===== src/rtl/seg_scan_controller.sv =====
// Scan sequencer for a 4-digit 7-segment display: prescaled scan counter, registered
// active-low anodes, and a frame-synchronous commit buffer for bytes from the UART.
module seg_scan_controller #(
  parameter int CLK_DIV = 20000
) (
  input  logic       clock,
  input  logic       reset,
  input  logic       enable,
  input  logic       rx_valid,
  input  logic [7:0] rx_data,
  output logic [3:0] counter,
  output logic [7:0] data_out,
  output logic [3:0] anode,
  output logic       frame_done,
  output logic       pending,
  output logic       overrun,
  output logic [1:0] dbg_state
);

  // rx_valid is a single-cycle strobe with no ready: the byte is always accepted,
  // and a byte lost to a later strobe is flagged through overrun.
  typedef enum logic [1:0] {IDLE = 2'd0, SCAN = 2'd1, STOP = 2'd2} state_t;

  localparam logic [15:0] DIV_LAST = 16'(CLK_DIV - 1);

  state_t      state_q, state_d;
  logic [15:0] presc_q, presc_d;
  logic [3:0]  cnt_q, cnt_d;
  logic [3:0]  anode_q, anode_d;
  logic [7:0]  data_q, data_d;
  logic [7:0]  buf_q, buf_d;
  logic        pending_q, pending_d;
  logic        overrun_q, overrun_d;
  logic        frame_done_q;
  logic        tick, boundary, commit;

  assign tick     = (state_q != IDLE) && (presc_q == DIV_LAST);
  assign boundary = tick && (cnt_q == 4'hF);
  // While idle nothing is being shown, so a waiting byte can go straight out.
  assign commit   = (state_q == IDLE) ? pending_q : boundary;

  always_comb begin
    state_d   = state_q;
    presc_d   = presc_q;
    cnt_d     = cnt_q;
    anode_d   = 4'hF;
    data_d    = data_q;
    buf_d     = buf_q;
    pending_d = pending_q;
    overrun_d = overrun_q;

    case (state_q)
      IDLE: begin
        presc_d = 16'd0;
        cnt_d   = 4'd0;
        if (enable) state_d = SCAN;
      end
      SCAN: begin
        if (!enable) state_d = STOP;
      end
      STOP: begin
        if (boundary)    state_d = IDLE;
        else if (enable) state_d = SCAN;
      end
      default: state_d = IDLE;
    endcase

    if (state_q != IDLE) begin
      presc_d = tick ? 16'd0 : presc_q + 16'd1;
      cnt_d   = tick ? cnt_q + 4'd1 : cnt_q;
    end

    // Anodes follow the current counter one clock late to line up with the char generator.
    if (state_q != IDLE && cnt_q[1:0] != 2'd3) anode_d = ~(4'b1000 >> cnt_q[3:2]);

    if (commit && pending_q) begin
      data_d    = buf_q;
      pending_d = 1'b0;
    end
    if (rx_valid) begin
      buf_d     = rx_data;
      pending_d = 1'b1;
      if (pending_q && !commit) overrun_d = 1'b1;
    end
  end

  always_ff @(posedge clock) begin
    if (reset) begin
      state_q      <= IDLE;
      presc_q      <= 16'd0;
      cnt_q        <= 4'd0;
      anode_q      <= 4'hF;
      data_q       <= 8'h00;
      buf_q        <= 8'h00;
      pending_q    <= 1'b0;
      overrun_q    <= 1'b0;
      frame_done_q <= 1'b0;
    end else begin
      state_q      <= state_d;
      presc_q      <= presc_d;
      cnt_q        <= cnt_d;
      anode_q      <= anode_d;
      data_q       <= data_d;
      buf_q        <= buf_d;
      pending_q    <= pending_d;
      overrun_q    <= overrun_d;
      frame_done_q <= boundary;
    end
  end

  assign counter    = cnt_q;
  assign data_out   = data_q;
  assign anode      = anode_q;
  assign frame_done = frame_done_q;
  assign pending    = pending_q;
  assign overrun    = overrun_q;
  assign dbg_state  = state_q;

endmodule


===== config.mk =====
export PLATFORM = sky130hd
export DESIGN_NAME = seg_scan_controller
export DESIGN_NICKNAME = d
export VERILOG_FILES = /design/src/rtl/seg_scan_controller.sv
export SDC_FILE = /design/constraint.sdc
export NUM_CORES = 1
export LEC_CHECK = 0
export BUFFER_PORTS_ARGS = -buffer_cell sky130_fd_sc_hd__buf_2
export CAP_MARGIN = 20
export CORE_MARGIN = 2
export CORE_UTILIZATION = 40
export CTS_BUF_LIST = sky130_fd_sc_hd__clkbuf_2 sky130_fd_sc_hd__clkbuf_4 sky130_fd_sc_hd__clkbuf_8
export CTS_CLUSTER_DIAMETER = 80
export CTS_CLUSTER_SIZE = 28
export DETAILED_ROUTE_END_ITERATION = 8
export GPL_ROUTABILITY_DRIVEN = 0
export GPL_TIMING_DRIVEN = 0
export PLACE_DENSITY = 0.61
export SYNTH_ARGS = -nofsm -noshare
export SYNTH_HDL_FRONTEND = slang
export SYNTH_SLANG_ARGS = --single-unit

===== constraint.sdc =====
create_clock -name clock -period 3.7 [get_ports clock]
set_input_delay 0.74 -clock clock [delete_from_list [all_inputs] [get_ports clock]]
set_output_delay 0.74 -clock clock [all_outputs]
set_load 0.02 [all_outputs]

==> flow_metrics.tcl <==
set metrics [dict create \
    postSynthAreaPerCell_um2 9.390 \
    grt_setup_unrepaired "no" \
    clock_power_share_pct 35.1 \
    power_frac_seq_pct 58.4 \
    tritoncts "built" \
    post_synth_mux_area_share_pct 9.341 \
    critical_path.max_fanout 10 \
    detail_route.wirelength_um 3180 \
    clk-insertion-delay-late_ns 0.31 \
    drt.antenna.violating_nets 0 \
    synth_largest_area_cell "sky130_fd_sc_hd__dfxtp_1" \
    required_ns 3.89 \
    drive_above_1_share_pct 18.88 \
    global_route.usage.total_pct 14.30 \
    synth-seq-area-share_pct 49.45 \
    timing.final.setup_violations 0 \
    clk_pin_slew_worst_paths_ns 0.09 \
    worstPathArrival_ns 2.42 \
    grt_pass1_wl_um 5699 \
    worst_slew_margin_rel_pct 56.64 \
    1st_iter_drt_viols 72 \
    drcViolationCount 0 \
    dr.pass1.iters 4 \
    sort_of_element_at_the_end_of_the_critical_path "flop" \
    route.detailed.vias_per_inst 4.849 \
    grt_pass1_vias 1266 \
    max_freq_mhz 447.4 \
    ctsLongestPathBuffers 2 \
    synthDominantCellAreaShare_pct 49.45 \
    synth_top_cells_by_area "sky130_fd_sc_hd__dfxtp_1 49%, sky130_fd_sc_hd__mux2i_1 9.3%, sky130_fd_sc_hd__nand2b_1 6.9%" \
    num_vias 1382 \
    critical_path.startpoint_type "flop" \
    synthToLayoutAreaGrowth_pct 17.10 \
    cts_root_buffer "sky130_fd_sc_hd__clkbuf_8" \
    internal_power_uw 653.5 \
    synthXorXnorAreaFrac_pct 6.731 \
    layout_min_cycle_time_ns 2.235 \
    transition_at_the_pin_with_the_smallest_max_transition_slack_ns 0.6503 \
    hp-class "reg2reg" \
    syn-instance-count 194 \
    cts.htree.levels 2 \
    leakage_nw 0.8558 \
    synth.yosys.warnings 0 \
    postSynthRegisterBits 45 \
    final_nets 246 \
    power.share.switching_pct 23.74 \
    finalHoldViolations 0 \
    final.setup.worst_slack_ns 1.465 \
    worst_clock_skew_ns 0.01390 \
    synth-simple-area-share_pct 24.79 \
    maximum_number_of_pins_on_one_net_before_global_route_repair 16 \
    numCtsBuffers 5 \
    die_x_um 71.49 \
    grt_remaining_overflow 0 \
    core-area_um2 4384 \
    power.density_nw_per_um2 401.7 \
    synth-adder-area-share_pct 1.374 \
    finalMaxSlewViolations 0 \
    cts_repair_resize_count 0 \
    post-cts-setup-buffer-count 0 \
    comb_power_share_pct 6.5 \
    placement.io_buffers 31 \
    combinational_family_with_the_most_area_after_synthesis "simple AND/OR/NAND/NOR gates" \
    mean_routed_wirelength_per_cell_um 11.16 \
    multiInputGateArea_um2 850.8 \
    synth-async-reset-ratio_pct 0 \
    sequential_cell_area_in_the_final_layout_um2 900.9 \
    synth_fp_nets 208 \
    rows 24 \
    maxCapViolCount 0 \
    synth_area_um2 1822 \
    die_h_um 71.49 \
    synth-compound-area-share_pct 4.464 \
    finalCritPeriodShare_pct 60.41 \
    pin_count 33 \
    sum_of_negative_setup_slack_ns 0 \
    num_antenna_cells 0 \
    place_hpwl_um 2249 \
    design.die.area_um2 5110 \
    yosys_most_used_dff "sky130_fd_sc_hd__dfxtp_1" \
    cts.sink_count 45 \
    synth_common_cells "45 x sky130_fd_sc_hd__dfxtp_1, 30 x sky130_fd_sc_hd__nor2_1, 20 x sky130_fd_sc_hd__nand2b_1" \
    outcome "finished, final reports clean" \
    synth.lib_cells_used.distinct 29 \
    p_sw_uw 203.5 \
    ctsHoldBuffers 0 \
    initial_core_util_pct 41.55 \
    post-synth-top-count-cell "sky130_fd_sc_hd__dfxtp_1" \
    grt_antenna_before_repair 0 \
    worst_hold_slack_ns 0.4558 \
    dp_slack_ns 1.479 \
    timing_worst_setup_path_type "reg2reg" \
    vdd_drop_max_mv 0.1995 \
    num-fill-cells 438 \
    number_of_flops_mapped_to_enable_cells_by_yosys 0 \
]
-- critical path, cell delays in order, from the launching register on --
cell and delay (ns):
sky130_fd_sc_hd__dfxtp_1 0.37, sky130_fd_sc_hd__or4b_1 0.54, sky130_fd_sc_hd__or4_1 0.53, sky130_fd_sc_hd__buf_2 0.19, sky130_fd_sc_hd__nand2b_1 0.18, sky130_fd_sc_hd__buf_2 0.25, sky130_fd_sc_hd__nor2_1 0.07
-- power groups by stage --
| stage | Clock (mW) | Sequential [mW] | Combinational [mW] |
|---|---|---|---|
| floorplan | 0 | 0.517 | 0.0334 |
| CTS | 0.315 | 0.501 | 0.0568 |
| global route | 0.332 | 0.503 | 0.0623 |
| global placement | 0 | 0.512 | 0.0564 |
| finish | 0.301 | 0.501 | 0.0554 |
| detailed placement | 0 | 0.512 | 0.0566 |
-- sequential cells by signal, summed over array words and instances (netlist names) --
name        count
presc_q        16
buf_q           8
data_out        8
anode           4
counter         4
dbg_state       2
frame_done      1
overrun         1
pending         1
-- layout make-up --
class,count,area share [%]
clock buffers,5,3.226
well taps,52,3.050
plain buffers,8,1.877
repair buffers,31,7.273
inverters,8,1.408
clock inverters,3,1.056
multi-input cells,133,39.88
flip-flops and latches,45,42.23
-- final timing paths --
check,startpoint,end,slack (ns),cells after the start
setup / recovery,presc_q[5],presc_q[3],1.46,6
hold / removal,buf_q[5],data_out[5],0.46,2
setup reg to reg,presc_q[5],presc_q[3],1.46,6
hold reg to reg,buf_q[5],data_out[5],0.46,2
-- metal layers --
metal	global-route usage, %	up-vias	routed length, µm
met5	0	-	0
met4	8.176	0	80
met3	4.079	7	158
met2	21.81	28	1430
met1	18.12	617	1510
li1	-	730	-
-- stage by stage --
| stage | cells | util (%) | instance area, µm² | power (mW) |
|---|---|---|---|---|
| finish | 285 | 48.66 | 2133 | 0.8570 |
| global route | 285 | 48.66 | 2133 | 0.8970 |
| CTS | 285 | 48.66 | 2133 | 0.8728 |
| detailed placement | 277 | 46.58 | 2042 | 0.5690 |
| global placement | 277 | 46.58 | 2042 | 0.5685 |
| floorplan | 194 | - | 1822 | 0.5508 |
-- cells in the final DEF, fill, tap and decap left out, types with 2 or more instances in the layout --
cell type / Yosys / routed
sky130_fd_sc_hd__dfxtp_1: 45 / 45
sky130_fd_sc_hd__nand3b_1: 2 / 2
sky130_fd_sc_hd__xor2_1: 4 / 4
sky130_fd_sc_hd__buf_2: 2 / 33
sky130_fd_sc_hd__nor4_1: 3 / 3
sky130_fd_sc_hd__clkbuf_8: 0 / 5
sky130_fd_sc_hd__o21ai_0: 3 / 3
sky130_fd_sc_hd__nand2b_1: 20 / 20
sky130_fd_sc_hd__mux2i_1: 17 / 17
sky130_fd_sc_hd__clkinv_4: 0 / 2
sky130_fd_sc_hd__nand4_1: 6 / 6
sky130_fd_sc_hd__nand3_1: 6 / 6
sky130_fd_sc_hd__xnor2_1: 10 / 10
sky130_fd_sc_hd__nor3_1: 6 / 6
sky130_fd_sc_hd__ha_1: 2 / 2
sky130_fd_sc_hd__nor2_1: 30 / 30
sky130_fd_sc_hd__inv_1: 8 / 8
sky130_fd_sc_hd__clkbuf_1: 5 / 5
sky130_fd_sc_hd__nand2_1: 6 / 6
sky130_fd_sc_hd__or4_1: 3 / 3
sky130_fd_sc_hd__a21oi_1: 5 / 5
sky130_fd_sc_hd__or3_1: 2 / 2
-- kinds of logic after synthesis --
kind of cell	Yosys count
xor gates and xnor gates	14
and+or+nand+nor	87
adders and majority gates	2
DFF	45
AOI/OAI and AO/OA	13
muxes	17
buffers and inverters	16
(Power assumes the default switching activity.)
